<file path="src/rtl/aes_pkg.sv">
`default_nettype none
// ============================================================================
//  Module   : aes_pkg
//  Purpose  : Shared types and constants for the AES-128 word-stream adapter
//  Revision : 1.0  initial release
// ============================================================================
package aes_pkg;

    localparam int AES_BLOCK_W = 128;

    typedef logic [AES_BLOCK_W-1:0] aes_block_t;

    typedef enum logic [1:0] {
        FILL  = 2'd0,
        START = 2'd1,
        WAIT  = 2'd2,
        DRAIN = 2'd3
    } aes_adp_state_e;

endpackage
`default_nettype wire

</file>
<file path="src/rtl/aes_stream_adapter.sv">
`default_nettype none
// ============================================================================
//  Module   : aes_stream_adapter
//  Purpose  : Packs a word stream into one 128-bit block, runs a single
//             AES-128 encryption on the attached core, and unpacks the
//             ciphertext onto a valid/ready word stream. One block in flight.
//  Revision : 1.0  initial release
// ============================================================================
module aes_stream_adapter
    import aes_pkg::*;
#(
    parameter int WORD_W      = 32,
    parameter int TIMEOUT_CYC = 64
) (
    input  logic              clk,
    input  logic              reset,
    input  logic [127:0]      key_in,
    input  logic [WORD_W-1:0] s_data,
    input  logic              s_valid,
    output logic              s_ready,
    output logic [WORD_W-1:0] m_data,
    output logic              m_valid,
    input  logic              m_ready,
    output logic              m_last,
    output logic              core_start,
    output logic [127:0]      core_plaintext,
    output logic [127:0]      core_key,
    input  logic [127:0]      core_ciphertext,
    input  logic              core_done,
    output logic              busy,
    output logic              err_timeout
);

    localparam int c_NW    = AES_BLOCK_W / WORD_W;
    localparam int c_CNT_W = (c_NW > 1) ? $clog2(c_NW) : 1;
    localparam int c_TMO_W = $clog2(TIMEOUT_CYC + 1);

    localparam logic [c_CNT_W-1:0] c_LAST_WORD = c_CNT_W'(c_NW - 1);
    localparam logic [c_TMO_W-1:0] c_TMO_LAST  = c_TMO_W'(TIMEOUT_CYC - 1);

    aes_adp_state_e     r_state;
    aes_adp_state_e     w_next;
    logic [c_CNT_W-1:0] r_cnt;
    logic [c_TMO_W-1:0] r_tmo;
    aes_block_t         r_in;
    aes_block_t         r_out;
    aes_block_t         r_key;
    logic               r_err;
    logic               w_s_fire;
    logic               w_m_fire;
    logic               w_cnt_last;

    assign w_s_fire   = s_valid & s_ready;
    assign w_m_fire   = m_valid & m_ready;
    assign w_cnt_last = (r_cnt == c_LAST_WORD);

    // State register
    always_ff @(posedge clk) begin
        if (reset) begin
            r_state <= FILL;
        end else begin
            r_state <= w_next;
        end
    end

    // Next-state and handshake/strobe decode
    always_comb begin
        w_next     = r_state;
        s_ready    = 1'b0;
        core_start = 1'b0;
        m_valid    = 1'b0;
        m_last     = 1'b0;
        case (r_state)
            FILL: begin
                // Held low while reset is asserted so nothing is taken mid-reset.
                s_ready = ~reset;
                if (s_valid && w_cnt_last) begin
                    w_next = START;
                end
            end
            START: begin
                core_start = 1'b1;
                w_next     = WAIT;
            end
            WAIT: begin
                // A done arriving on the last permitted cycle still counts.
                if (core_done) begin
                    w_next = DRAIN;
                end else if (r_tmo == c_TMO_LAST) begin
                    w_next = FILL;
                end
            end
            DRAIN: begin
                m_valid = 1'b1;
                m_last  = w_cnt_last;
                if (m_ready && w_cnt_last) begin
                    w_next = FILL;
                end
            end
            default: begin
                w_next = FILL;
            end
        endcase
    end

    // Datapath: input packing, key latch, timeout counting, output unpacking
    always_ff @(posedge clk) begin
        if (reset) begin
            r_cnt <= '0;
            r_tmo <= '0;
            r_in  <= '0;
            r_out <= '0;
            r_key <= '0;
            r_err <= 1'b0;
        end else begin
            case (r_state)
                FILL: begin
                    if (w_s_fire) begin
                        r_in  <= {r_in[AES_BLOCK_W-WORD_W-1:0], s_data};
                        r_cnt <= w_cnt_last ? '0 : r_cnt + c_CNT_W'(1);
                    end
                end
                START: begin
                    r_key <= key_in;
                    r_tmo <= '0;
                end
                WAIT: begin
                    if (core_done) begin
                        r_out <= core_ciphertext;
                        r_tmo <= '0;
                    end else if (r_tmo == c_TMO_LAST) begin
                        r_err <= 1'b1;
                        r_tmo <= '0;
                    end else begin
                        r_tmo <= r_tmo + c_TMO_W'(1);
                    end
                end
                DRAIN: begin
                    if (w_m_fire) begin
                        r_out <= {r_out[AES_BLOCK_W-WORD_W-1:0], {WORD_W{1'b0}}};
                        r_cnt <= w_cnt_last ? '0 : r_cnt + c_CNT_W'(1);
                    end
                end
                default: begin
                end
            endcase
        end
    end

    // The core sees the live key during the start pulse, the latched copy after.
    assign core_key       = (r_state == START) ? key_in : r_key;
    assign core_plaintext = r_in;
    assign m_data         = r_out[AES_BLOCK_W-1 -: WORD_W];
    assign busy           = ~((r_state == FILL) && (r_cnt == '0));
    assign err_timeout    = r_err;

endmodule
`default_nettype wire
</file>
<file path="config.mk">
export PLATFORM = sky130hd
export DESIGN_NAME = aes_stream_adapter
export DESIGN_NICKNAME = d
export VERILOG_FILES = /design/src/rtl/aes_pkg.sv /design/src/rtl/aes_stream_adapter.sv
export SDC_FILE = /design/constraint.sdc
export NUM_CORES = 1
export LEC_CHECK = 0
export BUFFER_PORTS_ARGS = -buffer_cell sky130_fd_sc_hd__buf_2
export CORE_AREA = 5 5 223 225
export DETAILED_ROUTE_END_ITERATION = 8
export DIE_AREA = 0 0 228 230
export PLACE_DENSITY = 0.61
export RECOVER_POWER = 50
export SLEW_MARGIN = 15
export SYNTH_ARGS = -nofsm -noshare
export SYNTH_HDL_FRONTEND = slang
export SYNTH_SLANG_ARGS = --single-unit
export TNS_END_PERCENT = 100
</file>
<file path="constraint.sdc">
create_clock -name clk -period 4.2 [get_ports clk]
set_input_delay 0.84 -clock clk [delete_from_list [all_inputs] [get_ports clk]]
set_output_delay 0.84 -clock clk [all_outputs]
set_load 0.05 [all_outputs]
</file>
Yosys cells after proc, flatten, opt, wreduce, memory -nomap -nowiden
Cells that the tools add are included.

word-level totals
  bits in registers = 396
  input bits = 293

cells by class
  $add $sub $neg = 2
  equal/unequal tests = 11
  muxes and demuxes = 20
  bitwise operators = 5
  reductions and logical operators = 13

operators by type and width
  cell                                           number
  two-way mux 128 bit                            3
  case mux 128 bit (2 select lines)              1
  two-way mux 2 bit                              7
  two-way mux 7 bit                              2
  case mux 7 bit (2 select lines)                1
  AND reduction 3 bit                            4
  inequality test 2 bit, second input constant   5
  case mux 2 bit (4 select lines)                1
  adder 7 x 1 -> 7 bit, second input constant    1
  == test 7 x 6 -> 1 bit, second input constant  1
  == test 2 bit, second input constant           3
  nonzero test 2 bit                             3
  zero test 2 bit                                2
  two-way mux 1 bit                              4
  case mux 2 bit (2 select lines)                1
  logical AND 1 bit                              3
  inequality test 3 bit, second input constant   1
  NOT 1 bit                                      3
  adder 2 x 1 -> 2 bit, second input constant    1
  AND 1 bit                                      2
  == test 2 x 1 -> 1 bit, second input constant  1
  AND reduction 2 bit                            1

Logic depth before layout (Yosys ltp)
Gate-level depths: netlist of run 1.

  word-level depth = 5
  gate-level depth with buffers = 10
  mapped depth without buffers = 6

Worst setup path before layout of run 1
OpenSTA, ideal clock, no wires.

  kind = register -> output
  from = register r_state[1]
  to = output core_key[107]
  arrival time = 1892 ps
  data required time = 3360 ps
  slack = 1468 ps
  cell stages (with the launch flop) = 6
  cells stage by stage = dfxtp_1 -> inv_1 -> ha_1 -> buf_2 -> buf_2 -> mux2_2

on the way
  longest elaborated chain between the ends = 2

RTL lines
  what                    line                       source
  start, declared         aes_stream_adapter.sv:41   aes_adp_state_e r_state;
  start signal, assigned  aes_stream_adapter.sv:62   r_state <= w_next;
  == test 2 x 1 -> 1 bit  aes_stream_adapter.sv:151  assign core_key = (r_state == START) ? key_in : r_key;
  two-way mux 128 bit     -
  end, declared           aes_stream_adapter.sv:27   output logic [127:0] core_key,

No other way between the ends.

Worst setup path after layout of run 1
  from = input reset
  to = register r_key[63]

RTL lines
  what                  line                       source
  start, declared       aes_stream_adapter.sv:16   input logic reset,
  end signal, assigned  aes_stream_adapter.sv:124  r_key <= key_in;
  end, declared         aes_stream_adapter.sv:47   aes_block_t r_key;

No word-level cell between the ends.

==> summary.txt, run 1 <==
Synthesis
  • Most used DFF post-synth: dfxtp_1
  • Post-synthesis instance total: 1,656
  • Syn Std Cell Area: 16,000 sq um
  • Number of synthesized flops with an enable pin: 0
  • Post-synth ARST share: 0%
  • FF+latch count, synth: 396
  • Synth area leaders: dfxtp_1 50%, mux2_2 9.0%, mux2i_1 6.1%
  • Register area share after synthesis: 49.6%
  • Post-synth top area share: 49.6%
  • Syn_nets: 1,956
  • Cell variety after synth: 37
  • Post-synth top area cell: dfxtp_1
  • YS warnings: 0
  • Synthesized area per cell: 9.64 sq um

STA
  • Final worst slack: ~0.56 ns
  • Slew margin rel.: -62.6%
  • Final Cycle Share: 86.6%
  • Setup violators final: 0
  • Fin. max-slew vios: about 330
  • Min cycle time layout: 3.64 ns
  • Post-Route Skew: 0.0281 ns
  • Max frequency: 275 MHz
  • Setup tns final: 0 ns
  • Hold Vio Cnt, Final: 0
  • Worst slew pin tran: approximately 2.4 ns
  • Unrepaired setup endpoints after global routing: no

Drt
  • DRT antenna net count: 0
  • Via density: ~4.7
  • Routed WL: around 50,000 microns
  • Detailed-router iteration count before antenna repair: 5
  • Wire per inst: 18.0 microns
  • Detailed-route DRC error count: 0
  • DR vias: 13.1k
  • Initial detailed-routing violation count: 848

Worst setup path
  • Worst Reg2Reg Path Length in Cells: 7
  • Req. time, crit path: 4.51 ns
  • Reg2reg end: r_out[102]$_SDFFE_PP0P_
  • Reg2reg start: r_state[0]$_SDFFE_PP0P_
  • Worst reg-to-reg setup slack: ~0.64 ns
  • Crit Path Class: in -> reg
  • Maximum fanout along the worst path: 249
  • Critical path arrival: about 4.0 ns
  • Setup crit end kind: flop
  • CP startpoint kind: input port

Status
  • Outcome: finished with violations
  • Violated checks: capacitance limit, slew limit

Cells and area
  • Share of post-route cells with drive strength above 1: ~30%
  • Layout Area Growth over Synthesis: 27.2%
  • Nets: 2,444

Floorplan
  • Die Area: 52,400 sq um
  • Die Ht: 230 microns
  • Die W: between 200 and 250 microns
  • Core box area: 47,300 sq um
  • # rows: 80
  • I/O pin count: 587
  • Initial Util: 33.7%

GRT
  • Pin count of the biggest net entering global routing: 250
  • Total global-route track usage: 18.2%
  • GRT Residual Overflow: 0
  • First-pass GRT wire length: 76,900 microns
  • Initial antenna violation count: 14
  • Vias in the first global route: 13.3k

Worst hold path
  • Hold Crit Class: reg -> reg
  • Hold-critical path depth: 2
  • Hold EP: r_out[7]$_SDFFE_PP0P_
  • Hold path startpoint: r_out[7]$_SDFFE_PP0P_

Clock tree
  • Post-CTS Setup Inserts: 0
  • Clk root buf: clkbuf_16
  • CTS sink count: 396
  • CTS tree: done
  • H-tree depth: 2
  • Max Buffers Root-to-Sink: 3
  • Num CTS Buffers: 45
  • Post-CTS sizing: 0
  • Clock Latency Late Sink: between 0.5 and 0.6 ns
  • Hold buffer count at CTS: 0
  • Clock slew at reported path FFs: 0.06 ns

Place
  • HPWL Detailed: 37,700 microns
  • GP Congestion: 0.902
  • Pre-CTS setup slack: 1.20 ns
  • Port buffer count: 586

Pwr
  • Cell Pwr Density: about 420 nW/um^2
  • Leak: 8.03 nW
  • VDD IR max: 391 uV

Flow run
  • Maxcap violations: 3
## through the flow
stage               util (%)  power, mW  hold slack [ns]  area, sq um  cells
global placement        40.3       4.76            0.438        19100   2712
CTS                     43.4       8.64            0.417        20500   2792
global route            42.9       8.85            0.445        20300   2800
finish                  42.9       8.49            0.450        20300   2802
floorplan                  -       4.46            0.432        16000   1656
detailed placement      40.3       4.76            0.443        19100   2712
## state kept, by name, indices dropped and copies added (netlist names)
signal	flops
err_timeout	1
r_key	128
r_state	2
r_tmo	7
r_out	128
core_plaintext	128
r_cnt	2
## final cells by class
class                      instances  area [sq um]
timing repair buffer             603          2920
clock inverter                    20           230
fill                            4754         27000
antenna                           10          25.0
inverter                           7          26.3
sequential                       396          7930
tap                              615           769
clock buffer                      60          1220
multi-input combinational       1091          7190
## cell usage after synthesis (all sizes together), types with 2 or more instances
library cell / instances
nand3: 3
nand2: 166
inv: 7
or3: 3
a211oi: 98
mux2: 128
nor3: 3
nand3b: 32
nor2: 106
mux2i: 98
o21ai: 131
and2b: 3
nand2b: 132
clkbuf: 68
nor2b: 128
a21oi: 39
ha: 7
dfxtp: 396
buf: 94
and2: 2
## worst max-delay path by stage
stage,to,depth (start not counted),startpoint
finish,r_key[63]$_SDFF_PP0_,3,reset
global route,core_plaintext[10]$_SDFFE_PP0P_,5,reset
CTS,core_key[64],4,r_state[0]$_SDFFE_PP0P_
detailed placement,core_key[43],4,r_state[0]$_SDFFE_PP0P_
global placement,core_key[69],4,r_state[0]$_SDFFE_PP0P_
floorplan,core_key[107],5,r_state[1]$_SDFFE_PP0P_
## logic make-up after synthesis
logic type               count (synthesis)  synth area share (%)
buffers and inverters                  169                  5.39
AND/OR/NAND/NOR                        581                  18.8
flip-flops                             396                  49.6
AO/OA/AOI/OAI                          276                  10.4
multiplexers                           226                  15.2
XOR/XNOR                                 1                0.0549
adder cells (fa/ha/maj)                  7                 0.548
## layout by cell type, fill, tap and decap left out, types with 106 or more instances in the layout
master	count
nor2b_1	128
mux2_2	128
o21ai_0	131
dfxtp_1	396
nand2_1	166
clkbuf_1	172
nand2b_1	132
nor2_1	106
buf_2	424
## worst max-delay path, stage by stage
cell and delay [ns]:
clkbuf_4 0.74, clkbuf_4 1.77, nor2b_1 0.26
## where the power goes
part | internal (mW) | switching, mW
clock network | 2.25 | 1.58
registers | 3.83 | 0.0536
logic | 0.235 | 0.545
## per-layer routing
| layer | GRT usage [%] | routed length (microns) |
|---|---|---|
| met3 | 6.86 | 4270 |
| met5 | 0 | 20 |
| met1 | 20.8 | 19900 |
| met4 | 6.09 | 1390 |
| met2 | 31.4 | 24800 |
(Power assumes the default switching activity.)
==> run 2, diff against run 1 <==
- CORE_AREA: 5 5 223 225 -> default
- CORE_MARGIN: default -> 5
- CORE_UTILIZATION: default -> 31
- DIE_AREA: 0 0 228 230 -> default
- GPL_TIMING_DRIVEN: default -> 1
- PLACE_DENSITY: 0.61 -> 0.59
- clock period: 4.2 -> 3 ns (I/O delays scaled with it)
==> summary.txt, run 2 (synthesis results as in run 1) <==
Status
  • Outcome: completed

Worst setup path
  • Crit. path cell count: 6
  • Delay-heaviest family, CP: buffers and inverters
  • Worst reg-to-reg setup slack: 0.34 ns
  • Crit path max-delay cell type: mux2_1
  • Crit-path cells: inv_1 -> ha_4 -> buf_12 -> buf_12 -> mux2_1 -> buf_2
  • CP dominant cell by count: buf_12
  • Worst Reg2Reg Path Length in Cells: 6
  • CP startpoint kind: flop
  • Reg2reg start: r_state[1]$_SDFFE_PP0P_
  • Buffers & Inverters on Critical Path: 4
  • CP peak stage delay: 0.38 ns
  • Crit Path Class: reg -> out
  • Req. time, crit path: 2.40 ns
  • Setup crit end kind: output pin
  • Reg2reg end: core_plaintext[114]$_SDFFE_PP0P_
  • Maximum fanout along the worst path: 34
  • Setup crit end: core_key[62]
  • Critical path arrival: roughly 2.3 ns
  • Crit. Startpoint: r_state[1]$_SDFFE_PP0P_

Clock tree
  • CTS tree: done
  • Clock Latency Late Sink: 0.55 ns
  • Hold buffer count at CTS: 0
  • Num CTS Buffers: between 40 and 50
  • Clk root buf: clkbuf_16
  • Clock slew at reported path FFs: 0.06 ns
  • H-tree depth: 2
  • Max Buffers Root-to-Sink: 3
  • CTS sink count: slightly below 400

Drt
  • Routed WL: 50,300 microns
  • Detailed-router iteration count before antenna repair: 4
  • Wire per inst: around 17 microns
  • Initial detailed-routing violation count: 609
  • DRT antenna net count: 0
  • Via density: 4.58
  • DR vias: 13.2k
  • Detailed-route DRC error count: 0

Floorplan
  • Die Ht: 237 microns
  • Core box area: 51,200 sq um
  • Initial Util: 31.2%
  • # rows: 83
  • Die W: 237 microns
  • Die Area: 56,200 sq um
  • I/O pin count: 587

STA
  • Final Cycle Share: a little over nine tenths
  • Post-Route Skew: 0.0100 ns
  • Worst slew pin tran: approximately 1.1 ns
  • Min cycle time layout: 2.89 ns
  • Setup violators final: 0
  • Max frequency: 346 MHz
  • Unrepaired setup endpoints after global routing: no
  • Hold Vio Cnt, Final: 0
  • Slew margin rel.: 26.8%
  • Hold_ws: 0.230 ns
  • Fin. max-slew vios: 0
  • Setup tns final: 0 ns
  • Final worst slack: approximately 0.11 ns

Cells and area
  • Commonest non-fill, non-tap cell in the layout: buf_2
  • Final core utilization: around two fifths
  • Share of post-route cells with drive strength above 1: 28.0%
  • Fill cells: between 5k and 6k
  • Nets: 2,453
  • Fin cells: 2,879
  • FF+latch area: 7930 sq um
  • Most frequent cells in the layout: 424 x buf_2, 396 x dfxtp_1, 170 x clkbuf_1, 166 x nand2_1, 132 x nand2b_1
  • Area occupied by multi-input gates: around 7200 sq um
  • Fin area: 20,700 sq um
  • Layout Area Growth over Synthesis: 29.3%

GRT
  • Initial antenna violation count: 13
  • Pin count of the biggest net entering global routing: approximately 200
  • GRT Residual Overflow: 0
  • Total global-route track usage: 16.8%
  • Vias in the first global route: 13.2k
  • First-pass GRT wire length: 76,000 microns

Pwr
  • Leak: 8.21 nW
  • Final Total Pwr: 12.2 mW
  • VDD IR max: about 400 uV
  • Cell Pwr Density: ~590 nW/um^2

Worst hold path
  • Hold Crit Class: in -> reg

Flow run
  • Maxcap violations: 0

Place
  • Post-DP Area: around 19,000 sq um
  • Cell Count Post-Placement: 2,782
  • Pre-CTS setup slack: 0.380 ns
  • Port buffer count: 586
  • GP Congestion: 0.923
  • HPWL Detailed: 37,000 microns
[run 2: power by group]
group	total (mW)	internal (mW)	leakage [nW]	switching [mW]
logic	1.10	0.333	4.24	0.762
clock network	5.63	3.41	0.760	2.23
registers	5.43	5.36	3.20	0.0721
total	12.2	9.10	8.21	3.06
[run 2: routing by layer]
metal | GRT usage, % | wire length (microns) | vias to the layer above
met4 | 6.17 | 1690 | 2
met2 | 27.5 | 23300 | 429
met3 | 6.63 | 4750 | 90
li1 | - | - | 6577
met5 | 0 | 7 | -
met1 | 20.1 | 20500 | 6088
[run 2: what timing repair did]
item,in CTS,in global routing
setup buffers,4,0
endpoints found under the setup margin,113,0
gates resized for setup,0,0
endpoints found under the hold margin,0,0
[run 2: how the worst min path moves through the flow]
stage                                start                              end  slack, ns  cells past startpoint
floorplan           r_out[10]$_SDFFE_PP0P_           r_out[10]$_SDFFE_PP0P_       0.43                      2
global placement     r_out[1]$_SDFFE_PP0P_            r_out[1]$_SDFFE_PP0P_       0.44                      2
detailed placement  r_out[29]$_SDFFE_PP0P_           r_out[29]$_SDFFE_PP0P_       0.44                      2
CTS                             s_data[19]  core_plaintext[19]$_SDFFE_PP0P_       0.19                      3
global route                    s_data[21]  core_plaintext[21]$_SDFFE_PP0P_       0.22                      3
finish                          s_data[19]  core_plaintext[19]$_SDFFE_PP0P_       0.23                      3
[run 2: worst reg2reg max path, cell delays in order (launching register included)]
cell and delay [ns]:
dfxtp_1 0.36, inv_1 0.16, ha_1 0.30, and2b_1 0.19
and2_1 0.86, buf_12 0.44, o21ai_0 0.21
[run 2: final cells by class]
| type | count | share of cell area, % |
|---|---|---|
| inverters | 7 | 0.127 |
| diodes | 10 | 0.121 |
| well taps | 680 | 4.12 |
| repair buffers | 612 | 15.0 |
| flip-flops and latches | 396 | 38.4 |
| multi-input cells | 1091 | 34.8 |
| clock buffers | 65 | 6.35 |
| clock inverters | 18 | 1.10 |
